File: src/rtl/fpu_addsub_arbiter.sv
// rtl/fpu_addsub_arbiter.sv - round-robin arbiter sequencing two requesters onto one shared fp32 a-b datapath (optional FPU_ARB_NAN_CHECK_EN)
module fpu_addsub_arbiter #(
  parameter int ID_W = 1
) (
  input  logic            clk,
  input  logic            rst,
  input  logic            req0_valid,
  output logic            req0_ready,
  input  logic            req0_op,
  input  logic [31:0]     req0_a,
  input  logic [31:0]     req0_b,
  input  logic            req1_valid,
  output logic            req1_ready,
  input  logic            req1_op,
  input  logic [31:0]     req1_a,
  input  logic [31:0]     req1_b,
  output logic [31:0]     dp_a,
  output logic [31:0]     dp_b,
  input  logic [31:0]     dp_result,
  output logic            rsp_valid,
  input  logic            rsp_ready,
  output logic [ID_W-1:0] rsp_id,
  output logic [31:0]     rsp_data,
  output logic            rsp_err,
  output logic            busy
);

  typedef enum logic [1:0] {
    S_IDLE = 2'd0,
    S_EXEC = 2'd1,
    S_DONE = 2'd2
  } state_t;

  state_t            state_q, state_d;
  logic              prio_q;
  logic [31:0]       a_q, b_q;
  logic [ID_W-1:0]   id_q;
  logic [31:0]       rsp_data_q;

  logic              gnt0, gnt1;
  logic              accept;
  logic              sel_op;
  logic [31:0]       sel_a, sel_b;
  logic [31:0]       res_data;

  // A lone valid always wins; on contention the priority pointer decides.
  assign gnt0   = req0_valid && (!req1_valid || !prio_q);
  assign gnt1   = req1_valid && (!req0_valid ||  prio_q);
  assign accept = (req0_ready && req0_valid) || (req1_ready && req1_valid);

  assign sel_op = gnt1 ? req1_op : req0_op;
  assign sel_a  = gnt1 ? req1_a  : req0_a;
  assign sel_b  = gnt1 ? req1_b  : req0_b;

  // The datapath only subtracts, so an add is folded into a sign flip of b.
  assign dp_a     = a_q;
  assign dp_b     = b_q;
  assign rsp_id   = id_q;
  assign rsp_data = rsp_data_q;

`ifdef FPU_ARB_NAN_CHECK_EN
  logic rsp_err_q;
  logic operand_special;

  assign operand_special = (a_q[30:23] == 8'hFF) || (b_q[30:23] == 8'hFF);
  assign res_data        = operand_special ? 32'h7FC0_0000 : dp_result;
  assign rsp_err         = rsp_err_q;

  // Error flag captured alongside the result at the end of EXEC.
  always_ff @(posedge clk or posedge rst) begin
    if (rst) begin
      rsp_err_q <= 1'b0;
    end else if (state_q == S_EXEC) begin
      rsp_err_q <= operand_special;
    end
  end
`else
  assign res_data = dp_result;
  assign rsp_err  = 1'b0;
`endif

  // State register.
  always_ff @(posedge clk or posedge rst) begin
    if (rst) begin
      state_q <= S_IDLE;
    end else begin
      state_q <= state_d;
    end
  end

  // Next-state and handshake outputs; readies only ever raised in IDLE.
  always_comb begin
    state_d    = state_q;
    req0_ready = 1'b0;
    req1_ready = 1'b0;
    rsp_valid  = 1'b0;
    busy       = 1'b1;
    case (state_q)
      S_IDLE: begin
        busy       = 1'b0;
        req0_ready = gnt0;
        req1_ready = gnt1;
        if (gnt0 || gnt1) begin
          state_d = S_EXEC;
        end
      end
      S_EXEC: begin
        state_d = S_DONE;
      end
      S_DONE: begin
        rsp_valid = 1'b1;
        if (rsp_ready) begin
          state_d = S_IDLE;
        end
      end
      default: begin
        state_d = S_IDLE;
      end
    endcase
  end

  // Operand/ID latch on accept; priority moves to the requester that lost.
  always_ff @(posedge clk or posedge rst) begin
    if (rst) begin
      a_q    <= 32'd0;
      b_q    <= 32'd0;
      id_q   <= '0;
      prio_q <= 1'b0;
    end else if (accept) begin
      a_q    <= sel_a;
      b_q    <= sel_op ? {~sel_b[31], sel_b[30:0]} : sel_b;
      id_q   <= ID_W'(gnt1);
      prio_q <= ~gnt1;
    end
  end

  // Result capture at the end of EXEC; held through DONE until consumed.
  always_ff @(posedge clk or posedge rst) begin
    if (rst) begin
      rsp_data_q <= 32'd0;
    end else if (state_q == S_EXEC) begin
      rsp_data_q <= res_data;
    end
  end

endmodule

File: config.mk
export PLATFORM = sky130hd
export DESIGN_NAME = fpu_addsub_arbiter
export DESIGN_NICKNAME = d
export VERILOG_FILES = /design/src/rtl/fpu_addsub_arbiter.sv
export SDC_FILE = /design/constraint.sdc
export NUM_CORES = 1
export LEC_CHECK = 0
export ABC_AREA = 1
export CORE_UTILIZATION = 41
export DETAILED_ROUTE_END_ITERATION = 10
export GPL_TIMING_DRIVEN = 0
export PLACE_DENSITY_LB_ADDON = 0.15
export RECOVER_POWER = 100
export REMOVE_ABC_BUFFERS = 1
export SLEW_MARGIN = 25
export SYNTH_ARGS = -nofsm -noshare
export SYNTH_HDL_FRONTEND = slang
export SYNTH_SLANG_ARGS = --single-unit
File: constraint.sdc
create_clock -name clk -period 5 [get_ports clk]
set_clock_uncertainty 0.05 [all_clocks]
set_input_delay 0.75 -clock clk [delete_from_list [all_inputs] [get_ports clk]]
set_output_delay 0.75 -clock clk [all_outputs]
set_load 0.05 [all_outputs]
# Word-level counts from Yosys, hierarchy flattened
# Cells that the tools add are included.
# classes
eq_ne	4
n_mux	11
bitwise	2
reduce_logical	13
# ops
cell	count
$mux W32	3
$pmux W2 S3	1
$mux W1	5
$logic_and A1 B1 Y1	4
$logic_or A1 B1 Y1	4
$mux W2	2
$ne A2 B2 Y1 const B	2
$logic_not A1 Y1	3
$eq A2 B1 Y1 const B	1
$eq A2 B2 Y1 const B	1
$logic_not A2 Y1	1
$not A1 Y1	2
$reduce_and A2 Y1	1
# totals
register_bits	100
inputBits	167
out_inout_bits	102

# Depth between registers and ports, before layout
# logic_depth
ltp_word	6
ltp_mapped	7

# Worst setup path after synthesis
# No wires, ideal clock.
# synth_timing
path_kind	input -> output
start	input req0_valid
end	output req1_ready
arrival_time_ns	1.280
t_required_ns	4.200
path_slack_ns	2.920
cell_stages	4
n_path_buf	1
cell_sequence	nand2_1 nand2_2 nor2_4 buf_4
# synth_between
elab_chain_cells	4
# synth_rtl
element	line_no	rtl
from (decl)	7	input logic req0_valid,
$logic_not A1 Y1	48	assign gnt1 = req1_valid && (!req0_valid || prio_q);
$logic_or A1 B1 Y1	48	
$logic_and A1 B1 Y1	48	
$mux W1	98	case (state_q)
to (decl)	13	output logic req1_ready,
# No other way between the ends.

# Worst setup path after layout
# layout_timing
start	register state_q[0]
end	output req0_ready
# layout_between
elab_chain_cells	2
# layout_rtl
element	line_no	rtl
from (decl)	34	state_t state_q, state_d;
from (signal assigned)	87	state_q <= state_d;
$logic_not A2 Y1	98	
$mux W1	98	
to (decl)	8	output logic req0_ready,
# No other way between the ends.

==> results.sh <==
export IMPL_outcome="complete, but fails checks"
export IMPL_failed_checks="capacitance limit, slew limit"
export IMPL_cp_max_fo=50
export IMPL_die_height_um=106
export IMPL_hold_path_class="flop to flop"
export IMPL_slew_headroom_pct=-39.0
export IMPL_crit_chain="nor2_4, nand3_1, inv_2, dlygate4sd3_1"
export IMPL_grt_max_degree=54
export IMPL_initial_core_util_pct=42.8
export IMPL_design_area_sq_mm=0.00737
export IMPL_start_kind="flop"
export IMPL_whs_path_depth=2
export IMPL_layout_drive_gt1_share_pct=3.06
export IMPL_fill_cells=855
export IMPL_grt_pass1_wl_um=21700
export IMPL_die_area_sq_mm=0.0113
export IMPL_place_gp_congestion=0.773
export IMPL_syn2layout_area_growth_pct=64.7
export IMPL_reg2regPathDepth=6
export IMPL_power_density_mw_per_mm2=697
export IMPL_cts_repair_resized=0
export IMPL_required_ns=4.20
export IMPL_reg2reg_to="dp_b[7]$_DFFE_PP0P_"
export IMPL_grtUsageMet2_pct=42.9
export IMPL_diodes=0
export IMPL_netlist_area_sq_mm=0.00447
export IMPL_final_core_util_pct=70.4
export IMPL_r2r_slack_ns=1.54
export IMPL_htree_levels=3
export IMPL_postRouteAntennaNets=0
export IMPL_rr_startpoint="state_q[0]$_DFFE_PP0P_"
export IMPL_io_pins=269
export IMPL_cts_sinks=100
export IMPL_cts_tree="built"
export IMPL_crit_type="flop to output port"
export IMPL_vdd_drop_max_uv=405
export IMPL_clk_path_buf_depth=2
export IMPL_die_w_um=106
export IMPL_setup_violations=0
export IMPL_cts_made_buffers=9
export IMPL_antenna_found_initial=0
export IMPL_grt_overflow=0
export IMPL_tns_ns=0
export IMPL_p_leak_uw=0.00365
export IMPL_slowest_delay_ns=0.97
export IMPL_post_route_min_period_ns=4.06
export IMPL_placed_area_sq_mm=0.00722
export IMPL_min_to="rsp_data[2]$_DFFE_PP0N_"
export IMPL_synth_warning_count=0
export IMPL_timing_fmax_mhz=246
export IMPL_ys_types=15
export IMPL_setup_slack_ns=0.938
export IMPL_hpwl_um=10200
export IMPL_postCtsSetupBuffers=0
export IMPL_max_slew_worst_pin_slew_ns=2.07
export IMPL_rsz0062_at_grt="no"
export IMPL_ys_seq_elements=100
export IMPL_vias=4549
export IMPL_cts_root_buf="clkbuf_8"
export IMPL_power_total_uw=5140
export IMPL_worst_skew_pair_late_latency_ns=0.34
export IMPL_seq_area_sq_mm=0.00250
export IMPL_portBuffers=267
export IMPL_drc=0
export IMPL_critPathArrivalTime_ns=3.26
export IMPL_cts_hold_buf=0
export IMPL_grt_usage_pct=24.5
export IMPL_yosysSeqAreaShare_pct=55.9
export IMPL_busiest_layer="met2"
export IMPL_multi_input_area_sq_mm=0.00161
export IMPL_grt_pass1_vias=4495
export IMPL_syn_inst=561
export IMPL_cp_end_kind="output port"
export IMPL_drt_iter0_drc=290
export IMPL_dr_pass1_iters=5
export IMPL_finalWirelength_um=13800
export IMPL_maxCapViolCount=2
export IMPL_nNetsFinal=979
export IMPL_rows=37
export IMPL_hp_start="rsp_data[2]$_DFFE_PP0N_"
export IMPL_routed_via_density=4.77
export IMPL_dpl_worst_slack_ns=1.07
export IMPL_grt_util_met3_pct=6.25
export IMPL_slew_viol_final=67
export IMPL_clkTransAtPathRegs_ns=0.10
export IMPL_hold_viol=0
export IMPL_finalCritPeriodShare_pct=81.2
export IMPL_grt_util_met1_pct=29.1
export IMPL_slowest_stage="dlygate4sd3_1"
export IMPL_core_area_sq_mm=0.0105
export IMPL_avgSynthCellArea_sq_um=7.98
export IMPL_routedWlPerCell_um=14.5
cells in the mapped netlist (all sizes together):
| cell | number | area share [%] |
|---|---|---|
| dfrtp | 100 | 56 |
| nand2 | 286 | 24 |
| o21ai | 4 | 0.53 |
| buf | 24 | 4.1 |
| clkbuf | 7 | 0.59 |
| nor2 | 3 | 0.59 |
| nand3 | 96 | 11 |
| inv | 40 | 3.4 |
| conb | 1 | 0.084 |
layout by cell type (no fill, tap or decap), types with 2 or more instances in the layout:
cell,count
dfrtp_1,100
inv_6,2
nand2_1,285
clkbuf_1,2
o21ai_0,4
clkdlybuf4s50_1,164
inv_1,36
clkbuf_8,10
nand3_1,96
nor2_4,2
dlygate4sd3_1,103
inv_2,3
kinds of logic after synthesis:
logic type / after synthesis / synth area share, %
and+or+nand+nor: 385 / 35.4
buffers and inverters: 71 / 8.08
DFF: 100 / 55.9
other: 1 / 0.0838
AOI/OAI and AO/OA: 4 / 0.531
sequential cells by signal, summed over array words and instances, names as in the netlist:
| name | flops |
|---|---|
| dp_a | 32 |
| rsp_id | 1 |
| dp_b | 32 |
| prio_q | 1 |
| rsp_data | 32 |
| state_q | 2 |
worst max path at each step:
stage / from / cells after the start / end
finish: state_q[0]$_DFFE_PP0P_ / 4 / req0_ready
global route: state_q[0]$_DFFE_PP0P_ / 4 / req0_ready
CTS: req1_valid / 5 / req0_ready
detailed placement: req1_valid / 5 / req0_ready
global placement: rst / 2 / dp_a[30]$_DFFE_PP0P_
floorplan: rst / 1 / dp_a[0]$_DFFE_PP0P_
per-layer routing:
layer / up-vias / wire length (um) / share of wire (%)
li1: 2235 / - / -
met1: 2119 / 5460 / 39
met2: 179 / 6990 / 50
met3: 16 / 1140 / 8.3
met4: 0 / 262 / 1.9
met5: - / 0 / 0
cell type report:
| cell class | instances | share of cell area (%) |
|---|---|---|
| well taps | 136 | 2.31 |
| flip-flops and latches | 100 | 34.0 |
| inverters | 40 | 2.05 |
| clock inverters | 5 | 0.917 |
| multi-input cells | 390 | 21.8 |
| repair buffers | 271 | 37.0 |
| clock buffers | 11 | 1.92 |
critical path, delay by kind of cell, from the launching register on:
family,cells,cell delay [ns]
DFF,1,0.85
and+or+nand+nor,2,0.44
buffers and inverters,2,1.61
report_power, final:
group	internal, uW	total (uW)	switching [uW]
Clock	254	542	288
Sequential	1210	1440	232
Combinational	934	3160	2220
Total	2390	5140	2740
metrics by stage:
stage          cells  hold slack, ns
2_1_floorplan    530           0.481
3_3_place_gp     933           0.403
3_5_place_dp     937           0.407
4_1_cts          953           0.431
5_1_grt          953           0.442
6_report         953           0.423
Note: power is estimated with default switching activity, not from simulation.
